**src/rtl/display_scan_controller_if.sv**
```systemverilog
// Load channel for display_scan_controller: a new set of digit nibbles and
// decimal points offered with a valid/ready handshake.
interface display_scan_controller_if #(
  parameter int DIGITS = 4
);
  logic [4*DIGITS-1:0] value_in;
  logic [DIGITS-1:0]   dp_in;
  logic                load_valid;
  logic                load_ready;

  modport master (
    output value_in,
    output dp_in,
    output load_valid,
    input  load_ready
  );

  modport slave (
    input  value_in,
    input  dp_in,
    input  load_valid,
    output load_ready
  );
endinterface

```
**src/rtl/display_scan_controller.sv**
```systemverilog
// Multiplexed common-anode 7-segment scanner: blank gap, then one digit on per
// slot, with frame-aligned commit of a shadow register and leading-zero blanking.
module display_scan_controller #(
  parameter int DIGITS = 4,
  parameter int DWELL  = 50000,
  parameter int BLANK  = 16
) (
  input  logic                 clk,
  input  logic                 rst,
  input  logic                 enable,
  input  logic                 lz_blank_en,
  display_scan_controller_if.slave load,
  output logic [3:0]           code,
  output logic [DIGITS-1:0]    anode_n,
  output logic                 dp_n,
  output logic                 frame_tick
);

  localparam int CNT_MAX = (DWELL > BLANK) ? DWELL : BLANK;
  localparam int CNT_W   = (CNT_MAX > 1) ? $clog2(CNT_MAX) : 1;
  localparam int DIG_W   = $clog2(DIGITS);
  localparam logic [CNT_W-1:0] BLANK_LAST = CNT_W'(BLANK - 1);
  localparam logic [CNT_W-1:0] DWELL_LAST = CNT_W'(DWELL - 1);
  localparam logic [DIG_W-1:0] DIG_LAST   = DIG_W'(DIGITS - 1);

  typedef enum logic [1:0] {S_IDLE, S_BLANK, S_DRIVE} state_t;

  state_t                state_q, state_d;
  logic [CNT_W-1:0]      cnt_q, cnt_d;
  logic [DIG_W-1:0]      digit_q, digit_d;
  logic [4*DIGITS-1:0]   active_val_q, active_val_d;
  logic [DIGITS-1:0]     active_dp_q, active_dp_d;
  logic [4*DIGITS-1:0]   pend_val_q, pend_val_d;
  logic [DIGITS-1:0]     pend_dp_q, pend_dp_d;
  logic                  pend_full_q, pend_full_d;
  logic [3:0]            code_q, code_d;
  logic [DIGITS-1:0]     anode_n_q, anode_n_d;
  logic                  dp_n_q, dp_n_d;
  logic                  frame_tick_q, frame_tick_d;

  logic                  load_ready_int;
  logic                  enter_frame;
  logic                  digit_blanked;
  logic [DIGITS-1:0]     nib_zero;
  logic [DIGITS-1:0]     lz_mask;

  assign load_ready_int  = !pend_full_q && !rst;
  assign load.load_ready = load_ready_int;

  for (genvar gi = 0; gi < DIGITS; gi++) begin : g_nib_zero
    assign nib_zero[gi] = (active_val_q[gi*4 +: 4] == 4'd0);
  end

  // lz_mask[i] is set when every nibble from i up to the top digit is zero.
  always_comb begin
    logic zero_run;
    zero_run = 1'b1;
    lz_mask  = '0;
    for (int i = DIGITS - 1; i >= 0; i--) begin
      zero_run   = zero_run && nib_zero[i];
      lz_mask[i] = zero_run;
    end
  end

  assign digit_blanked = lz_blank_en && (digit_q != '0) && lz_mask[digit_q];

  always_comb begin
    state_d      = state_q;
    cnt_d        = cnt_q;
    digit_d      = digit_q;
    active_val_d = active_val_q;
    active_dp_d  = active_dp_q;
    pend_val_d   = pend_val_q;
    pend_dp_d    = pend_dp_q;
    pend_full_d  = pend_full_q;
    code_d       = code_q;
    anode_n_d    = anode_n_q;
    dp_n_d       = dp_n_q;
    frame_tick_d = 1'b0;
    enter_frame  = 1'b0;

    if (load.load_valid && load_ready_int) begin
      pend_val_d  = load.value_in;
      pend_dp_d   = load.dp_in;
      pend_full_d = 1'b1;
    end

    if (!enable) begin
      state_d   = S_IDLE;
      cnt_d     = '0;
      digit_d   = '0;
      anode_n_d = '1;
      dp_n_d    = 1'b1;
    end else begin
      case (state_q)
        S_IDLE: begin
          state_d     = S_BLANK;
          cnt_d       = '0;
          digit_d     = '0;
          enter_frame = 1'b1;
          anode_n_d   = '1;
          dp_n_d      = 1'b1;
        end
        S_BLANK: begin
          anode_n_d = '1;
          dp_n_d    = 1'b1;
          if (cnt_q == BLANK_LAST) begin
            state_d = S_DRIVE;
            cnt_d   = '0;
            if (!digit_blanked) begin
              anode_n_d = ~(DIGITS'(1) << digit_q);
              dp_n_d    = !active_dp_q[digit_q];
            end
            if (DWELL == 1 && digit_q == DIG_LAST) frame_tick_d = 1'b1;
          end else begin
            cnt_d = cnt_q + 1'b1;
          end
        end
        S_DRIVE: begin
          if (cnt_q == DWELL_LAST) begin
            state_d   = S_BLANK;
            cnt_d     = '0;
            anode_n_d = '1;
            dp_n_d    = 1'b1;
            if (digit_q == DIG_LAST) begin
              digit_d     = '0;
              enter_frame = 1'b1;
            end else begin
              digit_d = digit_q + 1'b1;
            end
          end else begin
            cnt_d = cnt_q + 1'b1;
            if (digit_q == DIG_LAST && cnt_d == DWELL_LAST) frame_tick_d = 1'b1;
          end
        end
        default: state_d = S_IDLE;
      endcase
    end

    // A load accepted on this same edge cannot collide: ready is low while full.
    if (enter_frame && pend_full_q) begin
      active_val_d = pend_val_q;
      active_dp_d  = pend_dp_q;
      pend_full_d  = 1'b0;
    end

    if (enable && state_d == S_BLANK && state_q != S_BLANK)
      code_d = active_val_d[{digit_d, 2'b00} +: 4];
  end

  always_ff @(posedge clk) begin
    if (rst) begin
      state_q      <= S_IDLE;
      cnt_q        <= '0;
      digit_q      <= '0;
      active_val_q <= '0;
      active_dp_q  <= '0;
      pend_val_q   <= '0;
      pend_dp_q    <= '0;
      pend_full_q  <= 1'b0;
      code_q       <= 4'd0;
      anode_n_q    <= '1;
      dp_n_q       <= 1'b1;
      frame_tick_q <= 1'b0;
    end else begin
      state_q      <= state_d;
      cnt_q        <= cnt_d;
      digit_q      <= digit_d;
      active_val_q <= active_val_d;
      active_dp_q  <= active_dp_d;
      pend_val_q   <= pend_val_d;
      pend_dp_q    <= pend_dp_d;
      pend_full_q  <= pend_full_d;
      code_q       <= code_d;
      anode_n_q    <= anode_n_d;
      dp_n_q       <= dp_n_d;
      frame_tick_q <= frame_tick_d;
    end
  end

  assign code       = code_q;
  assign anode_n    = anode_n_q;
  assign dp_n       = dp_n_q;
  assign frame_tick = frame_tick_q;

endmodule

```
**src/flat_wrapper.sv**
```systemverilog
// flat-port wrapper written by rule: the top's interface ports become plain ports
module display_scan_controller_flat 
#(
  parameter int DIGITS = 4,
  parameter int DWELL  = 50000,
  parameter int BLANK  = 16
)
  (clk, rst, enable, lz_blank_en, code, anode_n, dp_n, frame_tick, load_value_in, load_dp_in, load_load_valid, load_load_ready);
  display_scan_controller_if #(.DIGITS(DIGITS)) load_i ();
  input  logic clk;
  input  logic rst;
  input  logic enable;
  input  logic lz_blank_en;
  output logic [3:0] code;
  output logic [DIGITS-1:0] anode_n;
  output logic dp_n;
  output logic frame_tick;
  input wire logic [$bits(load_i.value_in)-1:0] load_value_in;
  input wire logic [$bits(load_i.dp_in)-1:0] load_dp_in;
  input wire logic [$bits(load_i.load_valid)-1:0] load_load_valid;
  output wire logic [$bits(load_i.load_ready)-1:0] load_load_ready;
  assign load_i.value_in = load_value_in;
  assign load_i.dp_in = load_dp_in;
  assign load_i.load_valid = load_load_valid;
  assign load_load_ready = load_i.load_ready;
  display_scan_controller #(.DIGITS(DIGITS), .DWELL(DWELL), .BLANK(BLANK)) u_core (.clk(clk), .rst(rst), .enable(enable), .lz_blank_en(lz_blank_en), .load(load_i), .code(code), .anode_n(anode_n), .dp_n(dp_n), .frame_tick(frame_tick));
endmodule
```
**config.mk**
```make
export PLATFORM = sky130hd
export DESIGN_NAME = display_scan_controller_flat
export DESIGN_NICKNAME = d
export VERILOG_FILES = /design/src/rtl/display_scan_controller_if.sv /design/src/rtl/display_scan_controller.sv /design/src/flat_wrapper.sv
export SDC_FILE = /design/constraint.sdc
export NUM_CORES = 1
export LEC_CHECK = 0
export BUFFER_PORTS_ARGS = -buffer_cell sky130_fd_sc_hd__clkbuf_2
export CORE_MARGIN = 2
export CORE_UTILIZATION = 40
export DETAILED_ROUTE_END_ITERATION = 8
export SYNTH_ARGS = -nofsm -noshare
export SYNTH_HDL_FRONTEND = slang
export SYNTH_SLANG_ARGS = --single-unit
```
**constraint.sdc**
```tcl
create_clock -name clk -period 2.35 [get_ports clk]
set_input_delay 0.235 -clock clk [delete_from_list [all_inputs] [get_ports clk]]
set_output_delay 0.235 -clock clk [all_outputs]
set_load 0.01 [all_outputs]
```
Word level (Yosys, flattened, before mapping) --
Index checks and enable logic that the tools add are counted.
Storage, ports and cells: register bits 71, input bits 25, output and inout port bits 11, logic and storage cells 83
Operators by class: add/sub/neg operators 2, order comparisons 1, equal/unequal tests 9, shift-type cells 2, muxes and demuxes 29, bitwise gates (word level) 3, reductions and logical operators 25
Operators by type and width (number):
- two-way mux 16 bit | 3
- one-hot mux 16 bit (3 select lines) | 1
- equality test 16 bit, second input constant | 2
- adder 16 x 1 -> 16 bit, second input constant | 1
- equality test 16 x 4 -> 1 bit, second input constant | 1
- zero test 4 bit | 4
- variable part select 16 x 5 -> 4 bit | 1
- two-way mux 2 bit | 6
- two-way mux 4 bit | 3
- one-hot mux 4 bit (3 select lines) | 1
- logical AND 1 bit | 11
- two-way mux 1 bit | 9
- one-hot mux 2 bit (3 select lines) | 1
- binary-select mux 1 bit (select 2 bit) | 2
- equality test 2 x 1 -> 1 bit, second input constant | 2
- equality test 2 bit, second input constant | 2
- inequality test 2 x 1 -> 1 bit, second input constant | 2
- NOT 4 bit | 1
- one-hot mux 2 bit (2 select lines) | 1
- OR reduction 2 bit | 2
- OR reduction 4 bit | 1
- left shift 1 x 2 -> 4 bit, first input constant | 1
- zero test 1 bit | 3
- < comparator 2 x 3 -> 1 bit, second input constant | 1
- 8 further kinds | 9

Depth between registers and ports, before layout --
depth in word-level cells 10, depth in mapped cells 10, mapped depth without buffers 9

Worst setup path after synthesis --
Ideal clock, no wire load.
kind register to register, start point register u_core.cnt_q[0], end point register u_core.code_q[0], in the netlist u_core.code[0], arrival 2.167 ns, data required time 2.227 ns, path slack 0.059 ns, cell stages (with the launch flop) 10, path buffers 2, clock period less this slack 2.291 ns, cells stage by stage dfxtp_1 -> ha_1 -> and4_4 -> and4_1 -> buf_6 -> a211oi_4 -> buf_8 -> mux2_2 -> o21ai_0 -> a211oi_1
On the way: cells in the longest elaborated chain, start to end 7, elaborated cells between the ends (all ways) 18
RTL lines:
- from (decl) | line display_scan_controller.sv:29 | logic [CNT_W-1:0] cnt_q, cnt_d;
- from (signal assigned) | line display_scan_controller.sv:167 | cnt_q <= cnt_d;
- equality test 16 bit / equality test 16 x 4 -> 1 bit (equally long branches) | line display_scan_controller.sv:120, display_scan_controller.sv:107
- two-way mux 1 bit (tied with other cells) | line display_scan_controller.sv:120 | if (cnt_q == DWELL_LAST) begin
- one-hot mux 1 bit (2 select lines) / one-hot mux 2 bit (3 select lines) (equally long branches) | line display_scan_controller.sv:95 | case (state_q)
- two-way mux 1 bit / two-way mux 2 bit (equally long branches) | line display_scan_controller.sv:88 | if (!enable) begin
- logical AND 1 bit / equality test 2 x 1 -> 1 bit (equally long branches) | line display_scan_controller.sv:141, display_scan_controller.sv:147
- two-way mux 16 bit / logical AND 1 bit (equally long branches) | line display_scan_controller.sv:141, display_scan_controller.sv:147
- variable part select 16 x 5 -> 4 bit / logical AND 1 bit (equally long branches) | line display_scan_controller.sv:148, display_scan_controller.sv:147
- to (signal assigned) | line display_scan_controller.sv:174 | code_q <= code_d;
- to (decl) | line display_scan_controller.sv:36 | logic [3:0] code_q, code_d;
Several ways; a longest one is shown, not always the timed one. A chain may end at the register's enable or synchronous reset.

Final worst setup path --
start point register u_core.cnt_q[0], end point register u_core.cnt_q[2]
On the way: cells in the longest elaborated chain, start to end 3, elaborated cells between the ends (all ways) 6
RTL lines (line):
- adder 16 x 1 -> 16 bit (tied with other cells) | display_scan_controller.sv:116, display_scan_controller.sv:132
- two-way mux 16 bit (on tied branches) | display_scan_controller.sv:120, display_scan_controller.sv:107
- one-hot mux 16 bit (3 select lines) (*) | display_scan_controller.sv:95
Mark *: on every way between the ends. The rest lies on a longest branch, timed or not.

==> run metrics <==
grt total ovfl=0; largest net degree at the start of global routing=around 40; Avg Cell Area, Syn=8.20 µm²; total core area=0.00920 mm²; max-cap check violation count=0; pwr/cell area=between 500 and 600 mW/mm²; wire length of the first global-routing pass=14300 µm; Async S/R FF share, synth=0%; Leak Pwr=~1.7 nW; clock root buffer=clkbuf_8; clk_skew=approximately 0.0056 ns; Syn Inst Count=460; CP required=2.64 ns; nets@finish=546; non-filler instance count after layout=625; CTS buffer count=9; Worst Setup End Kind=register; vias in the first global route=between 3000 and 4000; Worst R2R End=u_core.cnt_q[2]; area leader, netlist=dfxtp_1; final count of hold timing violations=0; Tightest Pin Transition=just under 0.5 ns; initial antenna violation count=0; drt drc=0; initial DRC count=111; total iterations of the first detailed-routing run=4; Hold/Removal Path Class=in2reg; post-detail-place hpwl=6270 µm; GP Congestion=0.889; Yosys reg bits=~70; Crit Path Category=reg2reg; Critical-path top delay cell=or3b_2; DR vias/cell=between 5 and 6; post-route minimum period=approximately 2.2 ns; Overall Global Routing Usage=between 15 and 20%; gr busiest metal=met2; clock-pin slew on the worst setup and hold paths=about 0.08 ns; top_reg_cell synth=dfxtp_1; Layout Area Growth over Synthesis=16.4%; register area share after synthesis=a little under two fifths; grt met1 use=21.1%; total die area=between 0.01 and 0.015 mm²; r2r setup slk=0.10 ns; Worst R2R Path Depth=9; Period Utilization, post-route=between 90% and 100%; endpoints failing setup=0; share of cells above drive strength 1=23.0%; Post-Syn Area=around 0.0038 mm²; worst path cell trace=ha_1 > and4_4 > and4_2 > buf_4 > nor2b_2 > o21ai_2 > buf_12 > or3b_2 > a21oi_1; fillcell total=around 950; via count=about 3300; worst-path maximum fanout=30; Starting Density=about two fifths; clock tree sinks=71; total routed wirelength=around 8600 µm; post-synth top area share=around 38%; drt wl/cell=between 10 and 15 µm; WHS=approximately 0.071 ns; Hold Crit Endpoint=u_core.pend_dp_q[1]; port bufs=35; Die Y=roughly 100 µm; startpoint types=register; Rows=35; Hold Crit Start=load_dp_in[1]; Critical Path AT=approximately 2.5 ns; IO Pins=36; Net Count, Synth=between 400 and 500; met3 GRT Util=between 5 and 6%; Die Width=101 µm; worst-skew pair later-pin latency=around 0.35 ns; Slew Limit Headroom=67.5%; number of diodes=0; Synth area leaders=dfxtp_1, nand2_1, o21ai_0; Critical Path Max Stage Delay=0.46 ns; post-synthesis cell type count=59; met2 Use GR=between 20 and 30%; max-slew violations=0; total negative slack=0 ns; fmax=444 MHz; Placed Instances=between 600 and 700; remaining antenna violation count after routing=0; CTS tree=yes; unrepaired setup endpoints after global routing=false; EDFF count, synth=0; hold-fix buffers at CTS=0; YS warnings=0; hold path depth=3; status=completed; RR Startpoint=u_core.cnt_q[0]; clk buf depth=2; CTS HTree Levels=3; Max IR drop VDD=approximately 0.33 mV
worst max-delay path by stage:
stage / start / to / slack (ns)
6_report: u_core.cnt_q[0] / u_core.cnt_q[2] / 0.10
5_1_grt: u_core.cnt_q[0] / u_core.code[0] / 0.0008
4_1_cts: u_core.state_q[1] / u_core.code[1] / 0.03
3_5_place_dp: u_core.state_q[1] / u_core.code[1] / 0.07
3_3_place_gp: u_core.state_q[1] / u_core.code[1] / 0.07
2_1_floorplan: u_core.cnt_q[0] / u_core.code[0] / 0.06
state kept, by name, indices dropped and copies added (netlist names):
register	flops
u_core.pend_full_q	1
u_core.state_q	2
u_core.digit_q	2
u_core.pend_dp_q	4
u_core.pend_val_q	16
u_core.active_dp_q	4
u_core.anode_n	4
u_core.active_val_q	16
u_core.code	4
u_core.cnt_q	16
u_core.frame_tick	1
u_core.dp_n	1
cell usage in the layout (no fill, tap or decap), drive strengths merged, types with 2 or more instances in the layout:
cell	instances
dfxtp	71
nor4b	2
a31oi	6
nand2	78
mux2i	10
o21bai	3
nor3	9
a211oi	6
nor2b	7
a41oi	2
or2	2
a21oi	41
nand3	12
xor2	4
o21ai	47
ha	12
buf	29
or3b	9
nor4	5
inv	11
or4	2
clkbuf	44
and3	12
nand2b	23
o2bb2ai	3
clkinv	2
mux2	7
and2	4
nand3b	3
and4	4
nor2	28
or3	4
synthesized netlist by cell type (2+ instances only):
| cell | instances |
|---|---|
| a211oi_1 | 4 |
| a21oi_1 | 41 |
| a31oi_1 | 6 |
| a41oi_1 | 2 |
| and2_1 | 4 |
| and3_1 | 7 |
| and3_2 | 4 |
| and4_1 | 3 |
| buf_2 | 5 |
| buf_4 | 2 |
| buf_6 | 2 |
| clkbuf_1 | 14 |
| dfxtp_1 | 71 |
| ha_1 | 12 |
| inv_1 | 8 |
| mux2_2 | 7 |
| mux2i_1 | 10 |
| nand2_1 | 78 |
| nand2b_1 | 23 |
| nand3_1 | 10 |
| nand3_2 | 2 |
| nand3b_1 | 3 |
| nor2_1 | 28 |
| nor2b_1 | 6 |
| nor3_1 | 8 |
| nor4_1 | 3 |
| nor4_4 | 2 |
| nor4b_1 | 2 |
| o21ai_0 | 46 |
| o21bai_1 | 3 |
| o2bb2ai_1 | 3 |
| or3_1 | 4 |
| or3b_1 | 2 |
| or3b_2 | 7 |
| xor2_1 | 4 |
logic make-up (layout without fill, tap and decap cells):
logic type | after synthesis | after routing | synth area share, %
DFF | 71 | 71 | 37.7
AOI/OAI and AO/OA | 113 | 113 | 17.2
and+or+nand+nor | 207 | 207 | 29.6
muxes | 18 | 18 | 5.34
xor gates and xnor gates | 5 | 5 | 1.16
buffers and inverters | 34 | 88 | 4.98
adders and majority gates | 12 | 12 | 3.98
worst max-delay path: cells and delay by family (launching register included):
kind	cells	cell delay (ns)
AO/OA/AOI/OAI	2	0.24
adder cells (fa/ha/maj)	1	0.21
AND/OR/NAND/NOR	4	1.10
buffers and inverters	2	0.32
flip-flops	1	0.32
power breakdown:
group	total, mW	switching, mW	internal [mW]
combinational	0.199	0.110	0.0890
clock	1.01	0.509	0.505
sequential	1.27	0.0296	1.24
stage by stage:
stage / setup WS (ns) / cell area (µm²) / power [mW] / utilization, %
after floorplan: 0.0595 / 3770 / 1.42 / -
after global placement: 0.0659 / 4160 / 1.49 / 45.3
after detailed placement: 0.0667 / 4160 / 1.50 / 45.3
after CTS: 0.0275 / 4370 / 2.51 / 47.5
after global routing: 0.000829 / 4390 / 2.60 / 47.7
final: 0.100 / 4390 / 2.48 / 47.7
per-layer routing:
| layer | vias to the layer above | part of all wire, % |
|---|---|---|
| met5 | - | 0 |
| met4 | 0 | 1.6 |
| met3 | 14 | 3.6 |
| met2 | 49 | 49 |
| met1 | 1515 | 46 |
| li1 | 1704 | - |
timing repair:
| action | 4_1_cts | 5_1_grt |
|---|---|---|
| gates resized for setup | 0 | 8 |
| endpoints found under the setup margin | 0 | 21 |
| buffers inserted | 0 | 1 |
area by class of cell:
cell class | instances | area (µm²) | area share [%]
Multi-Input combinational cell | 355 | 2170 | 49.5
Tap cell | 111 | 139 | 3.17
Clock inverter | 7 | 80.1 | 1.83
Inverter | 8 | 30.0 | 0.685
Sequential cell | 71 | 1420 | 32.4
Clock buffer | 9 | 124 | 2.82
Timing Repair Buffer | 64 | 418 | 9.53
Power figures use the tool's default switching activity.
